## src/rtl/inst_sequencer.sv

```systemverilog
// Instruction store plus run/step/halt sequencer for a simple CPU. The host
// loads the store while the CPU is stopped; the sequencer gates CPU advance.
module inst_sequencer #(
  parameter int DEPTH  = 16,
  parameter int INST_W = 8,
  parameter int CNT_W  = 8
) (
  input  logic              clk_cpu,
  input  logic              reset,
  input  logic              host_valid,
  output logic              host_ready,
  input  logic [3:0]        host_addr,
  input  logic [INST_W-1:0] host_data,
  input  logic              cmd_run,
  input  logic              cmd_step,
  input  logic              cmd_halt,
  input  logic              bp_en,
  input  logic [3:0]        bp_addr,
  input  logic [3:0]        pc,
  output logic [INST_W-1:0] inst,
  output logic              cpu_en,
  output logic              bp_hit,
  output logic [1:0]        state,
  output logic [CNT_W-1:0]  cycle_cnt
);

  typedef enum logic [1:0] {
    IDLE = 2'd0,
    RUN  = 2'd1,
    STEP = 2'd2,
    HALT = 2'd3
  } state_t;

  state_t            state_q, state_d;
  logic              skip_bp;
  logic              bp_match;
  logic              wr_en;
  logic [INST_W-1:0] store [DEPTH];

  // Host handshake: a write transfers on any rising edge where host_valid and
  // host_ready are both high; host_ready depends only on the current state.
  assign host_ready = (state_q == IDLE) || (state_q == HALT);
  assign wr_en      = host_valid && host_ready;
  assign inst       = store[pc];
  assign state      = state_q;
  assign bp_match   = bp_en && (pc == bp_addr) && !skip_bp;

  always_ff @(posedge clk_cpu) begin
    if (reset) begin
      for (int i = 0; i < DEPTH; i++) store[i] <= '0;
    end else if (wr_en) begin
      store[host_addr] <= host_data;
    end
  end

  always_ff @(posedge clk_cpu) begin
    if (reset) state_q <= IDLE;
    else       state_q <= state_d;
  end

  always_comb begin
    state_d = state_q;
    cpu_en  = 1'b0;
    bp_hit  = 1'b0;
    case (state_q)
      IDLE, HALT: begin
        if (cmd_halt)      state_d = HALT;
        else if (cmd_step) state_d = STEP;
        else if (cmd_run)  state_d = RUN;
      end
      RUN: begin
        // A breakpoint blocks the instruction at pc in the same cycle.
        if (bp_match) begin
          bp_hit  = 1'b1;
          state_d = HALT;
        end else begin
          cpu_en = 1'b1;
          if (cmd_halt) state_d = HALT;
        end
      end
      STEP: begin
        cpu_en  = 1'b1;
        state_d = HALT;
      end
      default: state_d = IDLE;
    endcase
  end

  // Resuming from HALT must execute the instruction we stopped on.
  always_ff @(posedge clk_cpu) begin
    if (reset)                                     skip_bp <= 1'b0;
    else if (state_q == HALT && state_d == RUN)    skip_bp <= 1'b1;
    else if (state_q == RUN)                       skip_bp <= 1'b0;
  end

  always_ff @(posedge clk_cpu) begin
    if (reset)
      cycle_cnt <= '0;
    else if (cpu_en && (cycle_cnt != {CNT_W{1'b1}}))
      cycle_cnt <= cycle_cnt + CNT_W'(1);
  end

endmodule

```

## config.mk

```make
export PLATFORM = sky130hd
export DESIGN_NAME = inst_sequencer
export DESIGN_NICKNAME = d
export VERILOG_FILES = /design/src/rtl/inst_sequencer.sv
export SDC_FILE = /design/constraint.sdc
export NUM_CORES = 1
export LEC_CHECK = 0
export ABC_AREA = 1
export BUFFER_PORTS_ARGS = -buffer_cell sky130_fd_sc_hd__buf_2
export CAP_MARGIN = 20
export CORE_MARGIN = 2
export CORE_UTILIZATION = 55
export CTS_CLUSTER_SIZE = 28
export DETAILED_ROUTE_END_ITERATION = 10
export PLACE_DENSITY_LB_ADDON = 0.25
export SLEW_MARGIN = 20
export SYNTH_ARGS = -nofsm -noshare
export SYNTH_HDL_FRONTEND = slang
export SYNTH_SLANG_ARGS = --single-unit
```

## constraint.sdc

```tcl
create_clock -name clk_cpu -period 2.25 [get_ports clk_cpu]
set_input_delay 0.225 -clock clk_cpu [delete_from_list [all_inputs] [get_ports clk_cpu]]
set_output_delay 0.225 -clock clk_cpu [all_outputs]
set_load 0.03 [all_outputs]
```

# --- Yosys cells after proc, flatten, opt, wreduce, memory -nomap -nowiden ---
# Memory sizes are Yosys's and may differ from the RTL's.
# Index checks and enable logic that the tools add are counted.
word_totals:
  regBits: 11
  ramBits: 128
  in_bits: 27
  output_inout_bits: 21
  word_cells: 42
  n_memories: 1
memory_table:
  columns: ["name", "depth", "word_bits", "rd", "rd_clocked_by_memory_dff", "wr", "line_no", "rtl"]
  rows:
  - ["store", 16, 8, 1, 0, 16, "38", "logic [INST_W-1:0] store [DEPTH];"]
classes:
  add_sub_neg: 1
  eq_ne: 6
  muxes: 20
  n_reduce_logical: 11
op_table:
  columns: ["cell", "count"]
  rows:
  - ["$mux W1", 11]
  - ["$mux W2", 5]
  - ["$add A8 B1 Y8 const B", 1]
  - ["$mux W8", 1]
  - ["$ne A8 B8 Y1 const B", 1]
  - ["$reduce_or A8 Y1", 1]
  - ["$pmux W2 S3", 1]
  - ["$logic_and A1 B1 Y1", 5]
  - ["$eq A2 B1 Y1 const B", 2]
  - ["$eq A2 B2 Y1 const B", 2]
  - ["$eq A4 B4 Y1", 1]
  - ["$mux W4", 1]
  - ["$logic_not A2 Y1", 1]
  - ["$pmux W1 S2", 1]
  - ["$reduce_bool A2 Y1", 1]
  - ["$reduce_or A2 Y1", 1]
  - ["$logic_not A1 Y1", 1]
  - ["$logic_or A1 B1 Y1", 1]

# --- Longest topological paths before layout ---
# Gate-level depths: netlist of run 1.
logic_depth:
  word_depth: 8
  mapped_depth: 12
  mapped_depth_nobuf: 11

# --- Least setup slack after synthesis of run 1 ---
# No wires, ideal clock.
synth_timing:
  path_kind: "reg-to-reg"
  start: "register state_q[0] (netlist: state[0])"
  end: "memory store[2][0], enable pin"
  arrival_ps: 2108
  slack_ps: -187
  stages_incl_launch_ff: 7
  path_buffers: 0
  cell_sequence: "dfxtp_1 inv_1 ha_1 nand3_4 nor3_4 nand2_4 nand2_1"
synth_lines:
  columns: ["item", "line_no", "rtl"]
  rows:
  - ["start, declared", "34", "state_t state_q, state_d;"]
  - ["start signal, assigned", "58", "else state_q <= state_d;"]
  - ["end, declared", "38", null]

==> results of run 1 <==
[flip-flops by register name, summed over array words and instances (netlist names)]
register,flops
store,128
cycle_cnt,8
state,2
skip_bp,1
[cells by family (layout without fill, tap and decap cells)]
group                    count (synthesis)  count (layout)
AO/OA/AOI/OAI                           94              94
XOR/XNOR                                 6               6
adder cells (fa/ha/maj)                  4               4
buffers and inverters                   65             145
flip-flops                             139             139
multiplexers                            23              23
AND/OR/NAND/NOR                        291             291
[path summary, 6_finish.rpt]
check | to | slack (ps) | cells after the start
hold / removal | state[0]$_SDFF_PP0_ | 100 | 3
hold reg to reg | skip_bp$_SDFFE_PP0P_ | 490 | 2
setup reg to reg | store[15][5]$_SDFFCE_PN0P_ | 130 | 6
setup / recovery | store[15][5]$_SDFFCE_PN0P_ | 130 | 6
[layer usage]
| layer | wire length [um] | GRT usage, % | vias up |
|---|---|---|---|
| li1 | - | - | 2292 |
| met1 | 6421 | 35.42 | 2299 |
| met2 | 7658 | 42.70 | 273 |
| met3 | 1528 | 5.611 | 52 |
| met4 | 719 | 14.63 | 0 |
| met5 | 0 | 0 | - |
[cell usage after synthesis, types with 2 or more instances]
cell,instances,share of area [%]
nand2_2,2,0.19
xnor2_1,3,0.39
dfxtp_1,11,3.3
inv_1,25,1.4
a21oi_2,4,0.53
o221ai_1,14,1.8
buf_2,8,0.60
o211ai_1,19,2.1
nand3_4,2,0.53
ha_1,4,0.75
buf_4,3,0.34
buf_1,3,0.17
nand2_1,49,2.8
mux2i_1,23,3.5
nand4_1,7,0.66
buf_6,2,0.34
o21ai_0,43,3.2
o22ai_1,10,0.94
clkbuf_1,16,0.90
xor2_1,3,0.39
nor2_1,179,10
nand3_1,11,0.83
nand2_4,17,2.9
nor2_2,19,1.8
inv_2,4,0.23
nor3_4,4,0.98
edfxtp_1,128,58
a21oi_1,4,0.30
[tightest hold or removal path, stage by stage]
cell and delay (ps):
buf_2 100, nor2_1 40, nor2_1 110
[metrics by stage]
stage	instance area, um^2	setup slack [ps]	cells	hold WS (ps)	util (%)
after floorplan	6674	44.07	622	385.3	-
after global placement	7192	195.7	816	461.7	60.38
after detailed placement	7192	81.98	816	488.7	60.38
after CTS	7736	74.29	848	89.67	64.95
after global routing	7756	10.80	849	127.7	65.12
final	7756	128.9	849	101.0	65.12
[power by group]
group / leakage [nW] / total, mW / internal, mW / switching [mW]
clock: 0.275 / 2.60 / 1.61 / 0.989
combinational: 1.65 / 0.754 / 0.212 / 0.542
sequential: 1.41 / 2.97 / 2.93 / 0.0476
[what timing repair did]
action	in CTS	in global routing
buffers inserted	0	1
setup endpoints to repair	0	16
endpoints found under the hold margin	0	0
[cell type report]
| class | count | share of cell area, % |
|---|---|---|
| Sequential cell | 139 | 52.41 |
| Clock buffer | 22 | 5.727 |
| Inverter | 32 | 1.597 |
| Clock inverter | 10 | 1.291 |
| Multi-Input combinational cell | 418 | 29.96 |
| Tap cell | 147 | 2.371 |
| Timing Repair Buffer | 81 | 6.646 |
==> flow_metrics.tcl, run 1 <==
set metrics [dict create \
    place.gp.congestion 0.8663 \
    worstHoldStart "cmd_halt" \
    worstPathRequired_ps 2330 \
    cp_slowest_cell "nor3_4" \
    period_share_pct 94.27 \
    max_stage_delay_ps 420 \
    clkSinkCount 139 \
    multi_input_comb_area_mm2 0.002323 \
    synth_compound_area_share_pct 8.970 \
    grt_pass1_vias 4866 \
    leakage_nw 3.333 \
    synthDistinctLibCells 33 \
    reg2reg_from "state[0]$_SDFF_PP0_" \
    ff_latch_area_mm2 0.004065 \
    worstHoldPathType "in -> reg" \
    core_area_mm2 0.01191 \
    max_freq_mhz 471.4 \
    crit_path_max_fanout 8 \
    worst_ir_drop_vdd_mv 0.4721 \
    die_y_um 114.1 \
    syn_avg_cell_area_um2 10.72 \
    synth.ff_latch_count 139 \
    ctsHtreeMaxLevel 4 \
    cp_cell_sequence "inv_1 -> ha_2 -> nand3_4 -> nor3_4 -> nand2_4 -> nand2_1" \
    path_buf_inv 1 \
    cellPowerDensity_mw_per_mm2 816.0 \
    io_pins 48 \
    total_power_mw 6.329 \
    clockBufferDepth 2 \
    hpwl_um 10980 \
    synth_fa_ha_area_share_pct 0.7506 \
    antenna_found_initial 0 \
    grt_pass1_wl_um 25810 \
    root_buffer "clkbuf_16" \
    tightest_slew_ps 489.3 \
    layout_commonest_cell "nor2_1" \
    synth_xor_area_share_pct 0.7881 \
    ys_warn_count 0 \
    synthCells 622 \
    detail-route-antenna-nets 0 \
    final_cell_mix "nor2_1, edfxtp_1, nand2_1" \
    wl_per_cell_um 19.23 \
    cap_violations 0 \
    drt_wl_total_um 16330 \
    tritoncts "built" \
    skew_ps 7.294 \
    yosys-mux-area-fraction_pct 3.453 \
    synthArstFlopShare_pct 0 \
    overflow 0 \
    vias_per_cell 5.790 \
    grt_usage_pct 27.07 \
    critPathKind "reg -> reg" \
    hold_buffers 0 \
    clk_pin_slew_ps 60 \
    design.die.area_mm2 0.01302 \
    setup_viol 0 \
    min_period_ps 2121 \
    endpoint_kind "register" \
    yosys.area_share.simple_pct 20.81 \
    fp-row-count 40 \
    synth_fp_nets 653 \
    grt_max_degree 67 \
    fillers 911 \
    die_x_um 114.1 \
    crit_family "simple AND/OR/NAND/NOR gates" \
    start_kind "register" \
    insertion_delay_ps 420 \
    synth_edf_count 128 \
    synth_top_family_by_area "simple AND/OR/NAND/NOR gates" \
    diodes 0 \
    cp_data_arrival_time_ps 2200 \
    drive_gt1_share_pct 23.65 \
    cts_buffers 17 \
    ys.flop_type "edfxtp_1" \
    drt-initial-drc-count 493 \
    ys_seq_area_share_pct 60.95 \
    start_util_pct 55.98 \
    portBuffers 47 \
    tns_ps 0 \
    syn-cell-area_mm2 0.006668 \
    rsz0062_at_grt "no" \
    firstDrtPassIters 6 \
    route.vias.total 4916 \
    hold_viol 0 \
    nets 720 \
    startpoint "state[0]$_SDFF_PP0_" \
    cts.repair.resized 0 \
    areaGrowthSynthToFinish_pct 16.33 \
    drc_errors 0 \
    slew_viol_final 0 \
    relSlewSlack_pct 67.33 \
    status "finished, final reports clean" \
]
No activity file was read; power rests on OpenSTA's default activity.
==> run 2: changes to the inputs <==
Settings changed: CORE_UTILIZATION 55 to 54.
Clock period 2.25 ns to 1.82 ns, I/O delays scaled along.
==> flow_metrics.tcl, run 2 (same netlist as run 1, synthesis figures left out) <==
set metrics [dict create \
    rsz0062_at_grt "yes" \
    route.vias.total 4950 \
    worstHoldStart "cmd_halt" \
    ff_latch_area_mm2 0.004069 \
    holdPathEnd "state[0]$_SDFF_PP0_" \
    nets 713 \
    dp_cells 810 \
    crit_path_max_fanout 1 \
    insertion_delay_ps 420 \
    rr_worst_depth 7 \
    clk_pin_slew_ps 60 \
    p_sw_share_pct 25.93 \
    die_x_um 115.1 \
    setup_ws_ps -84.02 \
    grt_pass1_wl_um 25260 \
    drt-initial-drc-count 535 \
    antenna_found_initial 0 \
    largest_reg_flops 128 \
    status "complete, but fails checks" \
    seq_power_share_pct 45.6 \
    root_buffer "clkbuf_16" \
    slew_viol_final 0 \
    hold_ws_ps 55.77 \
    reg2reg_from "state[0]$_SDFF_PP0_" \
    r2r_setup_slack_ps 20 \
    design.die.area_mm2 0.01325 \
    wl_per_cell_um 19.49 \
    grt_max_degree 67 \
    grt_pass1_vias 4775 \
    use_met3_pct 6.062 \
    cp_data_arrival_time_ps 1720 \
    fp-row-count 40 \
    multi_input_comb_area_mm2 0.002539 \
    timing.rr.end "store[10][0]$_SDFFCE_PN0P_" \
    overflow 0 \
    tritoncts "built" \
    combPwrFrac_pct 12.6 \
    cap_violations 0 \
    skew_ps 7.567 \
    firstDrtPassIters 5 \
    critPathKind "reg -> out" \
    clkSinkCount 139 \
    worstPathRequired_ps 1640 \
    cellPowerDensity_mw_per_mm2 998.6 \
    leakage_nw 3.367 \
    max_freq_mhz 525.2 \
    final_cell_mix "nor2_1, edfxtp_1, buf_2" \
    dp_worst_setup_slack_ps -13.02 \
    ctsHtreeMaxLevel 4 \
    vias_per_cell 5.879 \
    clockBufferDepth 2 \
    io_pins 48 \
    grt-busiest-layer "met2" \
    hold_viol 0 \
    drc_errors 0 \
    diodes 0 \
    worst_ir_drop_vdd_mv 0.6407 \
    use_met1_pct 33.46 \
    fillers 886 \
    layout_commonest_cell "nor2_1" \
    start_kind "register" \
    min_period_ps 1904 \
    portBuffers 47 \
    place.gp.congestion 0.8603 \
    cts_buffers 17 \
    die_y_um 115.1 \
    pwr-share-clk_pct 41.8 \
    cts_setup_buffers 0 \
    detail-route-antenna-nets 0 \
    intPower_mw 5.985 \
    drt_wl_total_um 16410 \
    grt_usage_pct 26.08 \
    areaGrowthSynthToFinish_pct 21.34 \
    final_cells 842 \
    drive_gt1_share_pct 26.76 \
    design_area_mm2 0.008090 \
    violations "negative setup slack" \
    largest_register "store" \
    met2_usage_pct 42.78 \
    worstHoldPathType "in -> reg" \
    min_path_cells 3 \
    relSlewSlack_pct 54.19 \
    core_area_mm2 0.01201 \
    setup_viol 2 \
    endpoint_kind "primary output" \
    period_share_pct 104.6 \
    postPlaceCellArea_mm2 0.007351 \
    switchingPower_mw 2.095 \
    start_util_pct 55.51 \
    tightest_slew_ps 687.2 \
    hpwl_um 10830 \
]
run 2: timing repair:
item	CTS	global route
resized for setup	10	34
setup endpoints to repair	17	110
hold buffers	0	0
pin swaps	4	27
cloned	0	0
run 2: worst max-delay path by stage:
stage,start,end,slack [ps],depth (start not counted)
final,store[2][6]$_SDFFCE_PN0P_,inst[6],-80,5
after global routing,store[2][6]$_SDFFCE_PN0P_,inst[6],-150,5
after floorplan,state[0]$_SDFF_PP0_,store[6][0]$_SDFFCE_PN0P_,-160,6
after detailed placement,state[0]$_SDFF_PP0_,store[11][6]$_SDFFCE_PN0P_,-10,7
after CTS,store[0][6]$_SDFFCE_PN0P_,inst[6],-60,5
after global placement,state[0]$_SDFF_PP0_,store[11][0]$_SDFFCE_PN0P_,40,7
run 2: per-stage QoR:
stage	total power, mW	utilization [%]	TNS, ps
final	8.079	67.35	-114.6
after global routing	8.325	67.35	-898.6
after CTS	8.039	66.35	-125.5
after detailed placement	4.709	61.20	-103.2
after global placement	4.686	61.20	0
after floorplan	4.385	-	-14470
run 2: final cells by class:
type	count	share of cell area (%)
clock buffer	22	6.403
clock inverter	10	0.8506
inverter	32	1.531
multi-input combinational	418	31.38
sequential	139	50.29
tap	147	2.273
timing repair buffer	74	7.269
run 2: layer usage:
metal  up-vias  share of wire [%]
li1       2302                  -
met1      2380                 41
met2       223                 50
met3        45                6.8
met4         0                2.7
met5         -                  0
run 2: power by group through the flow:
stage	Clock, mW	Sequential (mW)	Combinational [mW]
finish	3.37	3.68	1.02
global placement	0	3.74	0.945
detailed placement	0	3.75	0.963
CTS	3.38	3.68	0.981
global route	3.52	3.69	1.11
floorplan	0	3.76	0.625
run 2: worst max-delay path: stages, from the launching register on:
cell	delay (ps)
edfxtp_1	360
o21ai_0	240
o22ai_2	120
o211ai_1	320
nand2_1	120
buf_6	150
==> run 3: changes to the inputs <==
Settings changed: ABC_AREA 1 to not set.
==> flow_metrics.tcl, run 3 <==
set metrics [dict create \
    status "complete, but fails checks" \
    violations "negative setup slack" \
    yosys-mux-area-fraction_pct 14.95 \
    cp_data_arrival_time_ps 2010 \
    tritoncts "built" \
    worstHoldPathType "in -> reg" \
    intPower_mw 6.023 \
    rr_worst_depth 7 \
    leakage_nw 3.034 \
    min_period_ps 2196 \
    synth_xor_area_share_pct 0.5285 \
    grt_max_degree 28 \
    synthCells 434 \
    min_path_cells 3 \
    synthArstFlopShare_pct 0 \
    synth_compound_area_share_pct 2.492 \
    ys.flop_type "edfxtp_1" \
    design.die.area_mm2 0.01318 \
    crit_path_max_fanout 1 \
    cp_cell_sequence "mux4_2 -> mux4_2 -> buf_6" \
    grt_pass1_vias 3973 \
    vias_per_cell 5.804 \
    critPathKind "reg -> out" \
    detail-route-antenna-nets 0 \
    setup_ws_ps -376.1 \
    clk_pin_slew_ps 60 \
    worst_path_most_repeated_cell "mux4_2" \
    overflow 0 \
    grt_pass1_wl_um 22560 \
    synth_top_area_cell "edfxtp_1" \
    synthTopCellsByArea "edfxtp_1, and2_1, mux4_1" \
    worstPathRequired_ps 1640 \
    synth_top_cell_area_share_pct 57.98 \
    synth_top_family_by_area "simple AND/OR/NAND/NOR gates" \
    synth_fp_nets 465 \
    p_sw_share_pct 23.80 \
    fp-row-count 40 \
    endpoint_kind "primary output" \
    grt_usage_pct 23.96 \
    switchingPower_mw 1.881 \
    areaGrowthSynthToFinish_pct 19.14 \
    root_buffer "clkbuf_16" \
    total_power_mw 7.904 \
    rsz0062_at_grt "yes" \
    hpwl_um 9917 \
    largest_reg_flops 128 \
    synth.ff_latch_count 139 \
    relSlewSlack_pct 70.32 \
    io_pins 48 \
    yosys.area_share.simple_pct 17.65 \
    tightest_slew_ps 444.8 \
    syn_avg_cell_area_um2 15.27 \
    synthDistinctLibCells 40 \
    drive_gt1_share_pct 33.65 \
    drc_errors 0 \
    max_stage_delay_ps 530 \
    cap_violations 0 \
    clockBufferDepth 2 \
    hold_ws_ps 48.69 \
    cellPowerDensity_mw_per_mm2 1001 \
    diodes 0 \
    seq_power_share_pct 46.4 \
    cp.depth 3 \
    die_y_um 114.8 \
    synth_fa_ha_area_share_pct 0.7550 \
    skew_ps 7.620 \
    clkSinkCount 139 \
    final_cell_mix "and2_1, edfxtp_1, buf_2" \
    wl_per_cell_um 21.42 \
    portBuffers 47 \
    antenna_found_initial 0 \
    ctsHtreeMaxLevel 4 \
    worst_ir_drop_vdd_mv 0.7499 \
    max_freq_mhz 455.4 \
    core_area_mm2 0.01201 \
    nets 538 \
    synth_edf_count 128 \
    drt_wl_total_um 14290 \
    firstDrtPassIters 5 \
    path_buf_inv 1 \
    cp_slowest_cell "mux4_2" \
    place.gp.congestion 0.8597 \
    start_kind "register" \
    combPwrFrac_pct 11.3 \
    pwr-share-clk_pct 42.3 \
    hold_viol 0 \
    period_share_pct 120.7 \
    start_util_pct 55.19 \
    syn-cell-area_mm2 0.006629 \
    drt-initial-drc-count 241 \
    ys_warn_count 0 \
    synth_common_cells "and2_1, edfxtp_1, mux4_1" \
    insertion_delay_ps 420 \
    ys_seq_area_share_pct 61.31 \
    die_x_um 114.8 \
    crit_family "multiplexers" \
    slew_viol_final 0 \
    final_core_util_pct 65.75 \
    route.vias.total 3871 \
    cts_buffers 17 \
    setup_viol 8 \
    dp_worst_setup_slack_ps -168.2 \
    largest_register "store" \
]
## run 3: cell types whose count changed after synthesis, moves of 23 or more
cell     change
o21ai_0     -39
and2_1     +128
nand2_1     -42
nor2_1     -160
mux2i_1     -23
mux4_1      +24
## run 3: cell families (layout without fill, tap and decap cells)
logic type | Yosys count | count (layout)
XOR/XNOR | 4 | 4
AO/OA/AOI/OAI | 25 | 25
AND/OR/NAND/NOR | 196 | 196
adder cells (fa/ha/maj) | 4 | 4
buffers and inverters | 26 | 112
flip-flops | 139 | 139
multiplexers | 40 | 40
## run 3: final timing paths
kind	startpoint	to	slack (ps)
max	store[15][0]$_SDFFCE_PN0P_	inst[0]	-380
min	cmd_step	state[1]$_SDFF_PP0_	50
max reg2reg	state[0]$_SDFF_PP0_	cycle_cnt[6]$_SDFFE_PP0P_	40
min reg2reg	skip_bp$_SDFFE_PP0P_	skip_bp$_SDFFE_PP0P_	480
## run 3: worst register-to-register path: stages (launching register included)
cell	delay (ps)
dfxtp_4	360
inv_2	50
ha_4	270
nor2_4	130
o31ai_4	80
buf_4	170
or4_1	530
a21oi_2	130
## run 3: routing by layer
layer | global-route usage (%) | share of wire [%]
met1 | 31.53 | 43
met5 | 0 | 0
met2 | 39.49 | 51
met4 | 9.317 | 1.8
met3 | 5.377 | 4.5
## run 3: final cells by class
| cell class | count | area, um^2 |
|---|---|---|
| Timing Repair Buffer | 76 | 540.5 |
| Inverter | 4 | 15.01 |
| Clock inverter | 13 | 140.1 |
| Clock buffer | 19 | 432.9 |
| Sequential cell | 139 | 4071 |
| Fill cell | 831 | 4114 |
| Tap cell | 147 | 183.9 |
| Multi-Input combinational cell | 269 | 2514 |
## run 3: metrics by stage
step	std cells	instance area [um^2]	setup TNS, ps
after global placement	631	7239	-1018
after detailed placement	631	7239	-1093
after CTS	664	7858	-2797
after floorplan	434	6734	-517.5
final	667	7898	-2676
after global routing	667	7898	-3023
## run 3: timing repair
action | CTS | global route
cloned | 0 | 0
pin swaps | 1 | 8
endpoints found under the setup margin | 9 | 28
hold buffers | 0 | 0
setup buffers | 1 | 3
resized for setup | 25 | 13
## run 3: power by group through the flow
stage               clock, mW  combinational [mW]  sequential (mW)
floorplan                   0               0.538             3.74
global placement            0               0.781             3.73
detailed placement          0               0.798             3.73
CTS                      3.37               0.859             3.67
global route             3.50               0.954             3.68
finish                   3.34               0.890             3.67
